### config.mk
export PLATFORM = sky130hd
export DESIGN_NAME = seed_timer
export DESIGN_NICKNAME = d
export VERILOG_FILES = /design/src/rtl/seed_timer.sv
export SDC_FILE = /design/constraint.sdc
export NUM_CORES = 1
export LEC_CHECK = 0
export ABC_AREA = 1
export BUFFER_PORTS_ARGS = -buffer_cell sky130_fd_sc_hd__buf_2
export CORE_ASPECT_RATIO = 1.75
export CORE_MARGIN = 2
export CORE_UTILIZATION = 51
export DETAILED_ROUTE_END_ITERATION = 7
export PLACE_DENSITY = 0.74
export SLEW_MARGIN = 20
export SYNTH_ARGS = -nofsm -noshare
export SYNTH_HDL_FRONTEND = slang
export SYNTH_SLANG_ARGS = --single-unit
### constraint.sdc
create_clock -name clk_50M -period 2.2 [get_ports clk_50M]
set_input_delay 0.11 -clock clk_50M [delete_from_list [all_inputs] [get_ports clk_50M]]
set_output_delay 0.11 -clock clk_50M [all_outputs]
set_load 0.01 [all_outputs]
### src/rtl/seed_timer.sv
// Seed counter, tick prescaler and programmable one-shot tick timer on clk_50M.
// Outputs are registered: o_Tick/o_Busy/o_Done/o_Remaining change one edge after their cause.
// No backpressure: every strobe is acted on in the cycle it is sampled.
module seed_timer #(
  parameter int WIDTH   = 12,
  parameter int CLK_HZ  = 50000000,
  parameter int TICK_HZ = 2000,
  parameter int TIMER_W = 16
) (
  input  logic               clk_50M,
  input  logic               i_Reset,
  input  logic               i_Zero,
  input  logic               i_Freeze,
  input  logic               i_Start,
  input  logic [TIMER_W-1:0] i_Duration,
  input  logic               i_Abort,
  output logic [WIDTH-1:0]   o_Count,
  output logic               o_Tick,
  output logic               o_Busy,
  output logic               o_Done,
  output logic [TIMER_W-1:0] o_Remaining
);

  localparam int DIV = CLK_HZ / TICK_HZ;
  localparam int PW  = (DIV > 2) ? $clog2(DIV) : 1;
  localparam logic [PW-1:0] PRE_LAST = PW'(DIV - 1);

  // The tick period must be a whole number of clocks and at least two clocks long.
  generate
    if ((CLK_HZ % TICK_HZ) != 0 || DIV < 2) begin : g_bad_div
      $error("seed_timer: CLK_HZ must be an exact multiple of TICK_HZ with CLK_HZ/TICK_HZ >= 2");
    end
  endgenerate

  // One-hot so that o_Busy/o_Done are straight flop outputs.
  typedef enum logic [2:0] {
    S_IDLE = 3'b001,
    S_RUN  = 3'b010,
    S_DONE = 3'b100
  } state_t;

  state_t             state_q, state_d;
  logic [TIMER_W-1:0] rem_q, rem_d;
  logic [WIDTH-1:0]   count_q;
  logic [PW-1:0]      pre_q, pre_d;
  logic               tick_q;
  logic               start_acc;

  // Abort always beats start, in every state.
  assign start_acc = i_Start & ~i_Abort;

  // Seed counter: clear beats freeze, otherwise free-run and wrap.
  always_ff @(posedge clk_50M) begin
    if (i_Reset) begin
      count_q <= '0;
    end else if (i_Zero) begin
      count_q <= '0;
    end else if (!i_Freeze) begin
      count_q <= count_q + WIDTH'(1);
    end
  end

  // Next prescaler phase; an accepted start re-aligns it so a run's first tick is a full period away.
  always_comb begin
    pre_d = pre_q + PW'(1);
    if (start_acc || pre_q == PRE_LAST) begin
      pre_d = '0;
    end
  end

  // Prescaler and tick flop; tick is high exactly while the prescaler sits at its last phase.
  always_ff @(posedge clk_50M) begin
    if (i_Reset) begin
      pre_q  <= '0;
      tick_q <= 1'b0;
    end else begin
      pre_q  <= pre_d;
      tick_q <= (pre_d == PRE_LAST);
    end
  end

  // Timer state register together with the remaining-ticks count.
  always_ff @(posedge clk_50M) begin
    if (i_Reset) begin
      state_q <= S_IDLE;
      rem_q   <= '0;
    end else begin
      state_q <= state_d;
      rem_q   <= rem_d;
    end
  end

  // Timer next-state: starts from IDLE/DONE, restart/abort/tick handling in RUN.
  always_comb begin
    state_d = state_q;
    rem_d   = rem_q;
    case (state_q)
      S_IDLE, S_DONE: begin
        state_d = S_IDLE;
        if (start_acc) begin
          rem_d   = i_Duration;
          state_d = (i_Duration == '0) ? S_DONE : S_RUN;
        end
      end
      S_RUN: begin
        if (i_Abort) begin
          state_d = S_IDLE;
          rem_d   = '0;
        end else if (start_acc) begin
          rem_d   = i_Duration;
          state_d = (i_Duration == '0) ? S_DONE : S_RUN;
        end else if (tick_q) begin
          rem_d = rem_q - TIMER_W'(1);
          if (rem_q == TIMER_W'(1)) begin
            state_d = S_DONE;
          end
        end
      end
      default: begin
        state_d = S_IDLE;
        rem_d   = '0;
      end
    endcase
  end

  // Output decode straight from the state and data flops.
  always_comb begin
    o_Busy      = state_q[1];
    o_Done      = state_q[2];
    o_Remaining = rem_q;
    o_Count     = count_q;
    o_Tick      = tick_q;
  end

endmodule
# Yosys cells after proc, flatten, opt, wreduce, memory -nomap -nowiden

Cells that the tools add are included.

Bits in registers: 47
Bits of input ports: 22
Output and inout port bits: 31
Word-level logic and storage cells: 38

$add $sub $neg: 3
Eq/ne operators: 9
Muxes and demuxes: 13
Bitwise gates (word level): 2
Reduce and logical (&&, ||, !) cells: 6

Operators by type and width:

| operator                                              | count |
|---|---|
| 2-to-1 mux 16 bit                                     | 4 |
| one-hot mux 16 bit (2 select lines)                   | 1 |
| equality test 15 bit (second input constant)          | 2 |
| 2-to-1 mux 3 bit                                      | 6 |
| equality test 16 x 1 -> 1 bit (second input constant) | 1 |
| logical NOT 16 bit                                    | 1 |
| subtractor 16 x 1 -> 16 bit (second input constant)   | 1 |
| adder 15 x 1 -> 15 bit (second input constant)        | 1 |
| 2-to-1 mux 15 bit                                     | 1 |
| adder 12 x 1 -> 12 bit (second input constant)        | 1 |
| != test 4 bit (second input constant)                 | 2 |
| one-hot mux 3 bit (2 select lines)                    | 1 |
| AND reduction 2 bit                                   | 2 |
| OR reduction 2 bit                                    | 2 |
| equality test 3 x 1 -> 1 bit (second input constant)  | 1 |
| equality test 3 x 2 -> 1 bit (second input constant)  | 1 |
| equality test 3 bit (second input constant)           | 1 |
| != test 2 bit (second input constant)                 | 1 |
| bitwise AND 1 bit                                     | 1 |
| logical OR 1 bit                                      | 1 |
| inverter 1 bit                                        | 1 |

# Depth between registers and ports, before layout

Gate-level depths: netlist of run 1.

Depth in word-level cells: 6
Mapped depth: 12

# Least setup slack after synthesis of run 1

OpenSTA, ideal clock, no wires.

Kind: reg-to-reg
Start: reg count_q[0], in the netlist o_Count[0]
End: reg count_q[10], in the netlist o_Count[10]
Setup time: 0.117 ns
Data arrival time: 1.424 ns
Data required time: 2.083 ns
Path slack: 0.659 ns
Cell stages (with the launch flop): 11
Period minus slack after synthesis: 1.541 ns
Cells stage by stage: dfxtp_1 ha_1 nand2_1 nor2_1 nand2_1 nor2_1 nand2_1 nor2_1 nand3_1 o21ai_1 a21oi_1

Longest elaborated chain between the ends: 1

Ends and longest elaborated chain:

| what                   | RTL line | source |
|---|---|---|
| from (decl)            | 44       | `logic [WIDTH-1:0] count_q;` |
| from (signal assigned) | 59       | `count_q <= count_q + WIDTH'(1);` |
| adder 12 x 1 -> 12 bit | 59       |  |

No other way between the ends.
A chain may end at the register's enable or synchronous reset.

# Final worst setup path of run 1

Ends and elaborated chain as after synthesis.

==> metrics.txt, run 1 <==
Post-Synth Adder-Cell Area 1.768%; Synth Warn # 0; leakage power figure approximately 0.0015 uW; global route overflow 0; complex-gate fraction of the synthesized area 15.60%; Max VDD drop roughly 0.31 mV; first-pass GRT wire length roughly 12 mm; HP Start i_Duration[0]; Post-DRT Antenna Nets 0; hold-fix buffer count after cts 0; routed length per placed instance about 14 microns; height of the die 102.6 microns; Starting Density a little over half; final core utilization about 61%; area fraction in and, or, nand and nor cells after synthesis between 30 and 40%; number of global-route vias before repair ~2,800; count of cells along the worst register-to-register path 10; run status finished, final reports clean; number of search-and-repair iterations in the first detailed-routing pass 4; unrepaired setup endpoints after global routing false; Synth Net Count approximately 450; later-pin clock latency in the skew report 290 ps; clock-pin transition on the worst setup and hold timing paths ~80 ps; number of synthesized register bits 47; Critical Path Source Type flop; Sum Neg Setup Slack 0 ps; overall die area 6188 sq um; TritonCTS clock tree yes; average via count per standard cell ~5.4; area occupied by registers approximately 940 sq um; worst hold endpoint o_Remaining[0]; combined area of the multi-input logic cells about 1600 sq um; number of I/O pins 53; growth of design area from synthesis to finish 14.23%; number of buffers inserted by post-CTS setup repair 0; placer's final routability congestion estimate 0.9423; peak clock frequency supported by timing 0.5881 GHz; diode insertion count for antenna repair 0; CTS sink cnt 47; highest-count cells in the layout ignoring fill and taps 89 x sky130_fd_sc_hd__nand2_1, 62 x sky130_fd_sc_hd__nor2_1, 52 x sky130_fd_sc_hd__buf_2; Slew Limit Fails 0; number of standard-cell rows in the floorplan 35; minimum clock period between 1500 and 2000 ps; mux contribution to synthesized area 0%; start-to-end type of the worst setup path reg -> reg; Gate Count Post-Synth 423; count of maximum capacitance violations 0; count of distinct cell types in the synthesized netlist 37; main combinational cell family by area after synthesis simple AND/OR/NAND/NOR gates; share of the clock period used by the worst path 77.29%; Crit path arrival time about 1900 ps; Power Dens Cells about 590 nW/um^2; Max-slew headroom between 60% and 70%; number of buffers on the longest clock path 2; worst hold stages 3; clock group share of total power roughly 30%; crit path cell chain ha_1, nand2_1, nor2_1, nand2_1, nor2_1, nand2_1, nor2_1, nand3_1, o21ai_1, a21oi_1; most frequent standard cell in the layout excluding fill and tap cells sky130_fd_sc_hd__nand2_1; sequential share of the synthesized area approximately a third; actual slew at the worst max-slew pin about 450 ps; root buffer cell sky130_fd_sc_hd__clkbuf_8; DRT iter0 DRCs about 180; final net count approximately 500; chip width 60.33 microns; reg2reg setup slack about 500 ps; worst min-delay path category in -> reg; P_sw 582.8 uW; share of layout cells above drive strength 1 a little over a fifth; number of H-tree levels 2; Worst path slowest cell sky130_fd_sc_hd__dfxtp_1; # fillers between 500 and 600; initial antenna violation count 0; launching point of the worst reg2reg path o_Count[0]; CTS buffer count 5; # port buffers 52; Overall Global Routing Usage 25.52%; count of instances resized after the clock tree is built 0; clock tree skew after final layout between 9 and 10 ps; type of destination of the critical path flop; drt total wl ~7.5 mm; design internal power about 1300 uW; routed via count between 2,000 and 3,000; pin count of the biggest net entering global routing 22; Netlist Area Pre-Place about 2800 sq um; largest fanout on the critical path 4; register share of total power between 40% and 50%; endpoints failing hold 0; required time of the worst setup path between 2000 and 2500 ps; average footprint of a synthesized cell ~6.7 sq um; Sw Share 30.69%; Comb pwr share between 20 and 25%; Slowest Stage Delay on Critical Path 400 ps; post-synthesis share of cell area spent on xor and xnor gates under 10%; R2R Path End o_Count[10]; setup violation total in the final timing report 0; half-perimeter wire length after detailed placement just under 6 mm; Post-route DRC 0; area of the placeable core 5299 sq um
## cells by family after synthesis
| family | Yosys count |
|---|---|
| simple gates | 230 |
| fa+ha+maj | 4 |
| buf+inv | 61 |
| compound gates | 76 |
| xor+xnor | 5 |
| flops | 47 |
## layer usage
metal,track usage (%),part of all wire [%],vias up
met5,0,0,-
met4,15.56,3.8,0
met3,3.513,3.1,22
met2,47.49,55,80
met1,25.47,38,1366
li1,-,-,1483
## flip-flops by register name, indices dropped and copies added, names as in the netlist
register	flops
o_Tick	1
pre_q	15
state_q	3
o_Count	12
o_Remaining	16
## synthesized netlist by cell type
| master | n | area (sq um) |
|---|---|---|
| sky130_fd_sc_hd__dfxtp_1 | 47 | 940.9 |
| sky130_fd_sc_hd__a21oi_2 | 1 | 8.760 |
| sky130_fd_sc_hd__nand3_2 | 3 | 30.03 |
| sky130_fd_sc_hd__a31oi_1 | 1 | 6.260 |
| sky130_fd_sc_hd__nand3b_1 | 2 | 15.01 |
| sky130_fd_sc_hd__o21ba_2 | 1 | 10.01 |
| sky130_fd_sc_hd__xor2_1 | 3 | 26.28 |
| sky130_fd_sc_hd__nor3_4 | 1 | 16.27 |
| sky130_fd_sc_hd__nor3_2 | 1 | 10.01 |
| sky130_fd_sc_hd__o22ai_4 | 1 | 20.02 |
| sky130_fd_sc_hd__nor4_1 | 5 | 31.28 |
| sky130_fd_sc_hd__nand2_2 | 5 | 31.28 |
| sky130_fd_sc_hd__o21ai_2 | 1 | 8.760 |
| sky130_fd_sc_hd__nor2_8 | 1 | 20.02 |
| sky130_fd_sc_hd__inv_1 | 40 | 150.1 |
| sky130_fd_sc_hd__xnor2_1 | 2 | 17.52 |
| sky130_fd_sc_hd__nor3_1 | 10 | 50.05 |
| sky130_fd_sc_hd__nor2_4 | 8 | 90.09 |
| sky130_fd_sc_hd__ha_1 | 4 | 50.05 |
| sky130_fd_sc_hd__clkbuf_1 | 3 | 11.26 |
| sky130_fd_sc_hd__a21oi_4 | 2 | 32.53 |
| sky130_fd_sc_hd__buf_6 | 3 | 33.78 |
| sky130_fd_sc_hd__o211ai_1 | 1 | 7.510 |
| sky130_fd_sc_hd__o21a_1 | 3 | 22.52 |
| sky130_fd_sc_hd__buf_2 | 1 | 5.000 |
| sky130_fd_sc_hd__inv_4 | 1 | 6.260 |
| sky130_fd_sc_hd__o21ai_0 | 24 | 120.1 |
| sky130_fd_sc_hd__nand2_1 | 89 | 334.1 |
| sky130_fd_sc_hd__nor2_1 | 62 | 232.7 |
| sky130_fd_sc_hd__a21oi_1 | 33 | 165.2 |
| sky130_fd_sc_hd__nor2_2 | 4 | 25.02 |
| sky130_fd_sc_hd__nand4_1 | 11 | 68.82 |
| sky130_fd_sc_hd__nand3_1 | 28 | 140.1 |
| sky130_fd_sc_hd__buf_4 | 1 | 7.510 |
| sky130_fd_sc_hd__inv_2 | 11 | 41.29 |
| sky130_fd_sc_hd__o21ai_1 | 8 | 40.04 |
| sky130_fd_sc_hd__clkinv_2 | 1 | 5.000 |
## cell type report
| cell class | instances | share of cell area (%) |
|---|---|---|
| timing repair buffer | 53 | 8.279 |
| tap | 74 | 2.863 |
| multi-input combinational | 315 | 50.41 |
| sequential | 47 | 29.09 |
| clock buffer | 8 | 3.095 |
| inverter | 53 | 6.267 |
## power groups by stage
| stage | clock, uW | sequential (uW) | combinational, uW |
|---|---|---|---|
| 6_report | 561 | 929 | 409 |
| 5_1_grt | 610 | 934 | 456 |
| 4_1_cts | 579 | 928 | 407 |
| 3_5_place_dp | 0 | 949 | 406 |
| 3_3_place_gp | 0 | 947 | 401 |
| 2_1_floorplan | 0 | 955 | 273 |
## metrics by stage
stage	cells	hold slack, ps	cell area (sq um)	power, uW	setup slack [ps]
after floorplan	423	250.5	2831	1228	658.6
after global placement	542	408.9	3134	1348	544.4
after detailed placement	542	423.3	3134	1354	517.8
after CTS	550	105.6	3234	1914	498.1
after global routing	550	118.8	3234	2000	311.7
final	550	111.9	3234	1899	499.5
## critical path: cells and delay by family, from the launching register on
| kind | cells | cell delay, ps |
|---|---|---|
| and+or+nand+nor | 7 | 820 |
| adders and majority gates | 1 | 190 |
| AOI/OAI and AO/OA | 2 | 180 |
| DFF | 1 | 400 |
## worst max-delay path by stage
stage | from | depth (start not counted) | slack (ps) | to
2_1_floorplan | o_Count[0] | 10 | 660 | o_Count[10]
3_3_place_gp | o_Remaining[0] | 8 | 540 | o_Remaining[14]
3_5_place_dp | o_Remaining[0] | 8 | 520 | o_Remaining[14]
4_1_cts | o_Remaining[0] | 8 | 500 | o_Remaining[14]
5_1_grt | o_Count[0] | 10 | 310 | o_Count[10]
6_report | o_Count[0] | 10 | 500 | o_Count[10]
Power figures use the tool's default switching activity.
==> inputs of run 2 (changes only) <==
--- a/config.mk
+++ b/config.mk
@@ -5,13 +5,13 @@
 export SDC_FILE = /design/constraint.sdc
 export NUM_CORES = 1
 export LEC_CHECK = 0
-export ABC_AREA = 1
+export ABC_AREA = 0
 export BUFFER_PORTS_ARGS = -buffer_cell sky130_fd_sc_hd__buf_2
 export CORE_ASPECT_RATIO = 1.75
 export CORE_MARGIN = 2
 export CORE_UTILIZATION = 51
 export DETAILED_ROUTE_END_ITERATION = 7
-export PLACE_DENSITY = 0.74
+export PLACE_DENSITY = 0.75
 export SLEW_MARGIN = 20
 export SYNTH_ARGS = -nofsm -noshare
 export SYNTH_HDL_FRONTEND = slang
==> constraint.sdc (replaced) <==
create_clock -name clk_50M -period 1.7 [get_ports clk_50M]
set_input_delay 0.085 -clock clk_50M [delete_from_list [all_inputs] [get_ports clk_50M]]
set_output_delay 0.085 -clock clk_50M [all_outputs]
set_load 0.01 [all_outputs]
==> metrics.txt, run 2 <==
run status complete, but fails checks; violated checks setup timing; hold-fix buffer count after cts 0 (unchanged); most frequently used flop master after synthesis sky130_fd_sc_hd__dfxtp_1; setup violation total in the final timing report 9 (+9); start-to-end type of the worst setup path reg -> reg; Post-DRT Antenna Nets 0 (unchanged); unrepaired setup endpoints after global routing true; Final Worst Setup Slack -206.6 ps (-706.1 ps); highest-count cells in the layout ignoring fill and taps 54 x sky130_fd_sc_hd__buf_4, 52 x sky130_fd_sc_hd__buf_2, 43 x sky130_fd_sc_hd__nor2_1; clock-pin transition on the worst setup and hold timing paths 100 ps (+20 ps); Netlist Area Pre-Place 2613 sq um (-7.7%); Critical Path Source Type flop; chip width 58.11 microns (-3.7%); post-placement cell count 446 (-18%); routed via count 2,769 (-6.2%); Max-slew headroom 67.29% (-2.5 points); number of H-tree levels 2 (unchanged); clock tree skew after final layout 16.86 ps (+7.241 ps); height of the die 98.68 microns (-3.8%); CTS buffer count 5 (unchanged); final cell count without fillers 462 (-16%); # fillers 405 (-24%); post-layout power 2906 uW (+53%); Min Hold Slack 55.12 ps (-56.74 ps); Synth Warn # 0 (unchanged); root buffer cell sky130_fd_sc_hd__clkbuf_8; TritonCTS clock tree yes; CTS sink cnt 47 (unchanged); Synth Net Count 327 (-27%); portion of synthesized cell area occupied by the leading cell type 36.02% (+2.8 points); later-pin clock latency in the skew report 310 ps (+20 ps); Gate Count Post-Synth 301 (-29%); endpoints failing hold 0 (unchanged); most frequent standard cell in the layout excluding fill and tap cells sky130_fd_sc_hd__buf_4; most frequent cells after synthesis 47 x sky130_fd_sc_hd__dfxtp_1, 44 x sky130_fd_sc_hd__nor2_1, 18 x sky130_fd_sc_hd__nand2_1; Post-route DRC 0 (unchanged); number of standard-cell rows in the floorplan 34 (-2.9%); number of search-and-repair iterations in the first detailed-routing pass 4 (unchanged); number of I/O pins 53 (unchanged); leakage power figure 0.001482 uW (+1.3%); placer's final routability congestion estimate 0.9329 (-1.0%); dominant cells by area after synthesis sky130_fd_sc_hd__dfxtp_1 36%, sky130_fd_sc_hd__nor2_1 6.3%, sky130_fd_sc_hd__xor2_1 5.4%, sky130_fd_sc_hd__xnor2_1 4.0%, sky130_fd_sc_hd__a21oi_1 3.1%; cell with the most instances after synthesis sky130_fd_sc_hd__dfxtp_1; area leader, netlist sky130_fd_sc_hd__dfxtp_1; initial antenna violation count 0 (unchanged); global route overflow 0 (unchanged); DRT iter0 DRCs 159 (-13%); type of destination of the critical path flop; required time of the worst setup path 1920 ps (-470 ps); number of synthesized register bits 47 (unchanged); Sum Neg Setup Slack -1166 ps (-1166 ps); peak clock frequency supported by timing 0.5245 GHz (-11%); drt total wl 7.776 mm (+3.4%); # port buffers 52 (unchanged); half-perimeter wire length after detailed placement 5.677 mm (-4.9%); growth of design area from synthesis to finish 36.40%; pin count of the biggest net entering global routing 24 (+9.1%); count of distinct cell types in the synthesized netlist 61 (+65%); flip-flop count of the largest register after layout 16 (unchanged); number of flops mapped to enable cells by yosys 0 (unchanged); overall die area 5734 sq um (-7.3%); Slew Limit Fails 0 (unchanged); largest fanout on the critical path 5 (+1); diode insertion count for antenna repair 0 (unchanged); Power Dens Cells 815.5 nW/um^2 (+39%); number of buffers on the longest clock path 2 (unchanged); sequential share of the synthesized area 36.02% (+2.8 points); count of maximum capacitance violations 0 (unchanged); area occupied by registers 960.9 sq um (+2.1%); share of layout cells above drive strength 1 41.67% (+20 points); average footprint of a synthesized cell 8.679 sq um (+30%); final net count 433 (-14%); Starting Density 52.94% (-0.49 points); share of the clock period used by the worst path 112.2% (+35 points); share of synthesized flip-flops with an asynchronous set or reset 0% (unchanged); worst slack at placement -176.4 ps (-694.2 ps); worst min-delay path category in -> reg; Overall Global Routing Usage 27.12% (+1.6 points); average via count per standard cell 5.994 (+12%); number of global-route vias before repair 2,723 (-1.7%); routed length per placed instance 16.83 microns (+23%); combined area of the multi-input logic cells 1669 sq um (+2.4%); Crit path arrival time 2130 ps (+240 ps); minimum clock period 1907 ps (+206.1 ps); Max VDD drop 0.6206 mV (+100%); first-pass GRT wire length 12.09 mm (+1.3%); area of the placeable core 4935 sq um (-6.9%); actual slew at the worst max-slew pin 490.7 ps (+39.00 ps)
[run 2: critical path, stage by stage (launching register included)]
cell and delay (ps):
sky130_fd_sc_hd__dfxtp_2 340, sky130_fd_sc_hd__or4_4 600, sky130_fd_sc_hd__buf_4 190, sky130_fd_sc_hd__nor2_4 130
sky130_fd_sc_hd__a211o_1 150, sky130_fd_sc_hd__o2111ai_2 120, sky130_fd_sc_hd__a311oi_2 270
[run 2: power by group]
| part | internal, uW | switching, uW |
|---|---|---|
| Sequential | 1150 | 44.8 |
| Clock | 484 | 405 |
| Combinational | 386 | 435 |
[run 2: what timing repair did]
action,4_1_cts,5_1_grt
pin swaps,11,11
cloned,0,1
setup buffers,2,6
resized for setup,17,20
setup endpoints to repair,24,31
[run 2: final cells by class]
cell class	instances	area share, %
clock buffer	6	2.317
clock inverter	2	1.088
inverter	9	0.9480
multi-input combinational	234	46.84
sequential	47	26.97
tap	54	1.896
timing repair buffer	110	19.94
[run 2: final timing paths]
path | start | end | slack (ps) | cells after the start
worst max-delay path | o_Remaining[4] | o_Remaining[15] | -210 | 6
worst min-delay path | i_Duration[8] | o_Remaining[8] | 60 | 3
worst max register to register | o_Remaining[4] | o_Remaining[15] | -210 | 6
worst min register to register | pre_q[0] | pre_q[0] | 450 | 1
[run 2: cells by family after synthesis]
| logic type | after synthesis | synth area share (%) |
|---|---|---|
| AND/OR/NAND/NOR | 136 | 29.45 |
| AO/OA/AOI/OAI | 65 | 17.53 |
| flip-flops | 47 | 36.02 |
| adder cells (fa/ha/maj) | 4 | 1.916 |
| multiplexers | 1 | 0.3832 |
| buffers and inverters | 20 | 5.316 |
| XOR/XNOR | 28 | 9.387 |
[run 2: per-stage QoR]
| step | utilization (%) | area [sq um] |
|---|---|---|
| 6_report | 72.21 | 3563 |
| 5_1_grt | 72.21 | 3563 |
| 4_1_cts | 69.68 | 3438 |
| 3_5_place_dp | 65.85 | 3249 |
| 3_3_place_gp | 65.85 | 3249 |
| 2_1_floorplan | - | 2654 |
[run 2: per-layer routing]
layer,track usage [%],share of wire [%]
met1,25.89,35
met2,52.80,57
met3,3.675,4.4
met4,14.31,4.0
met5,0,0
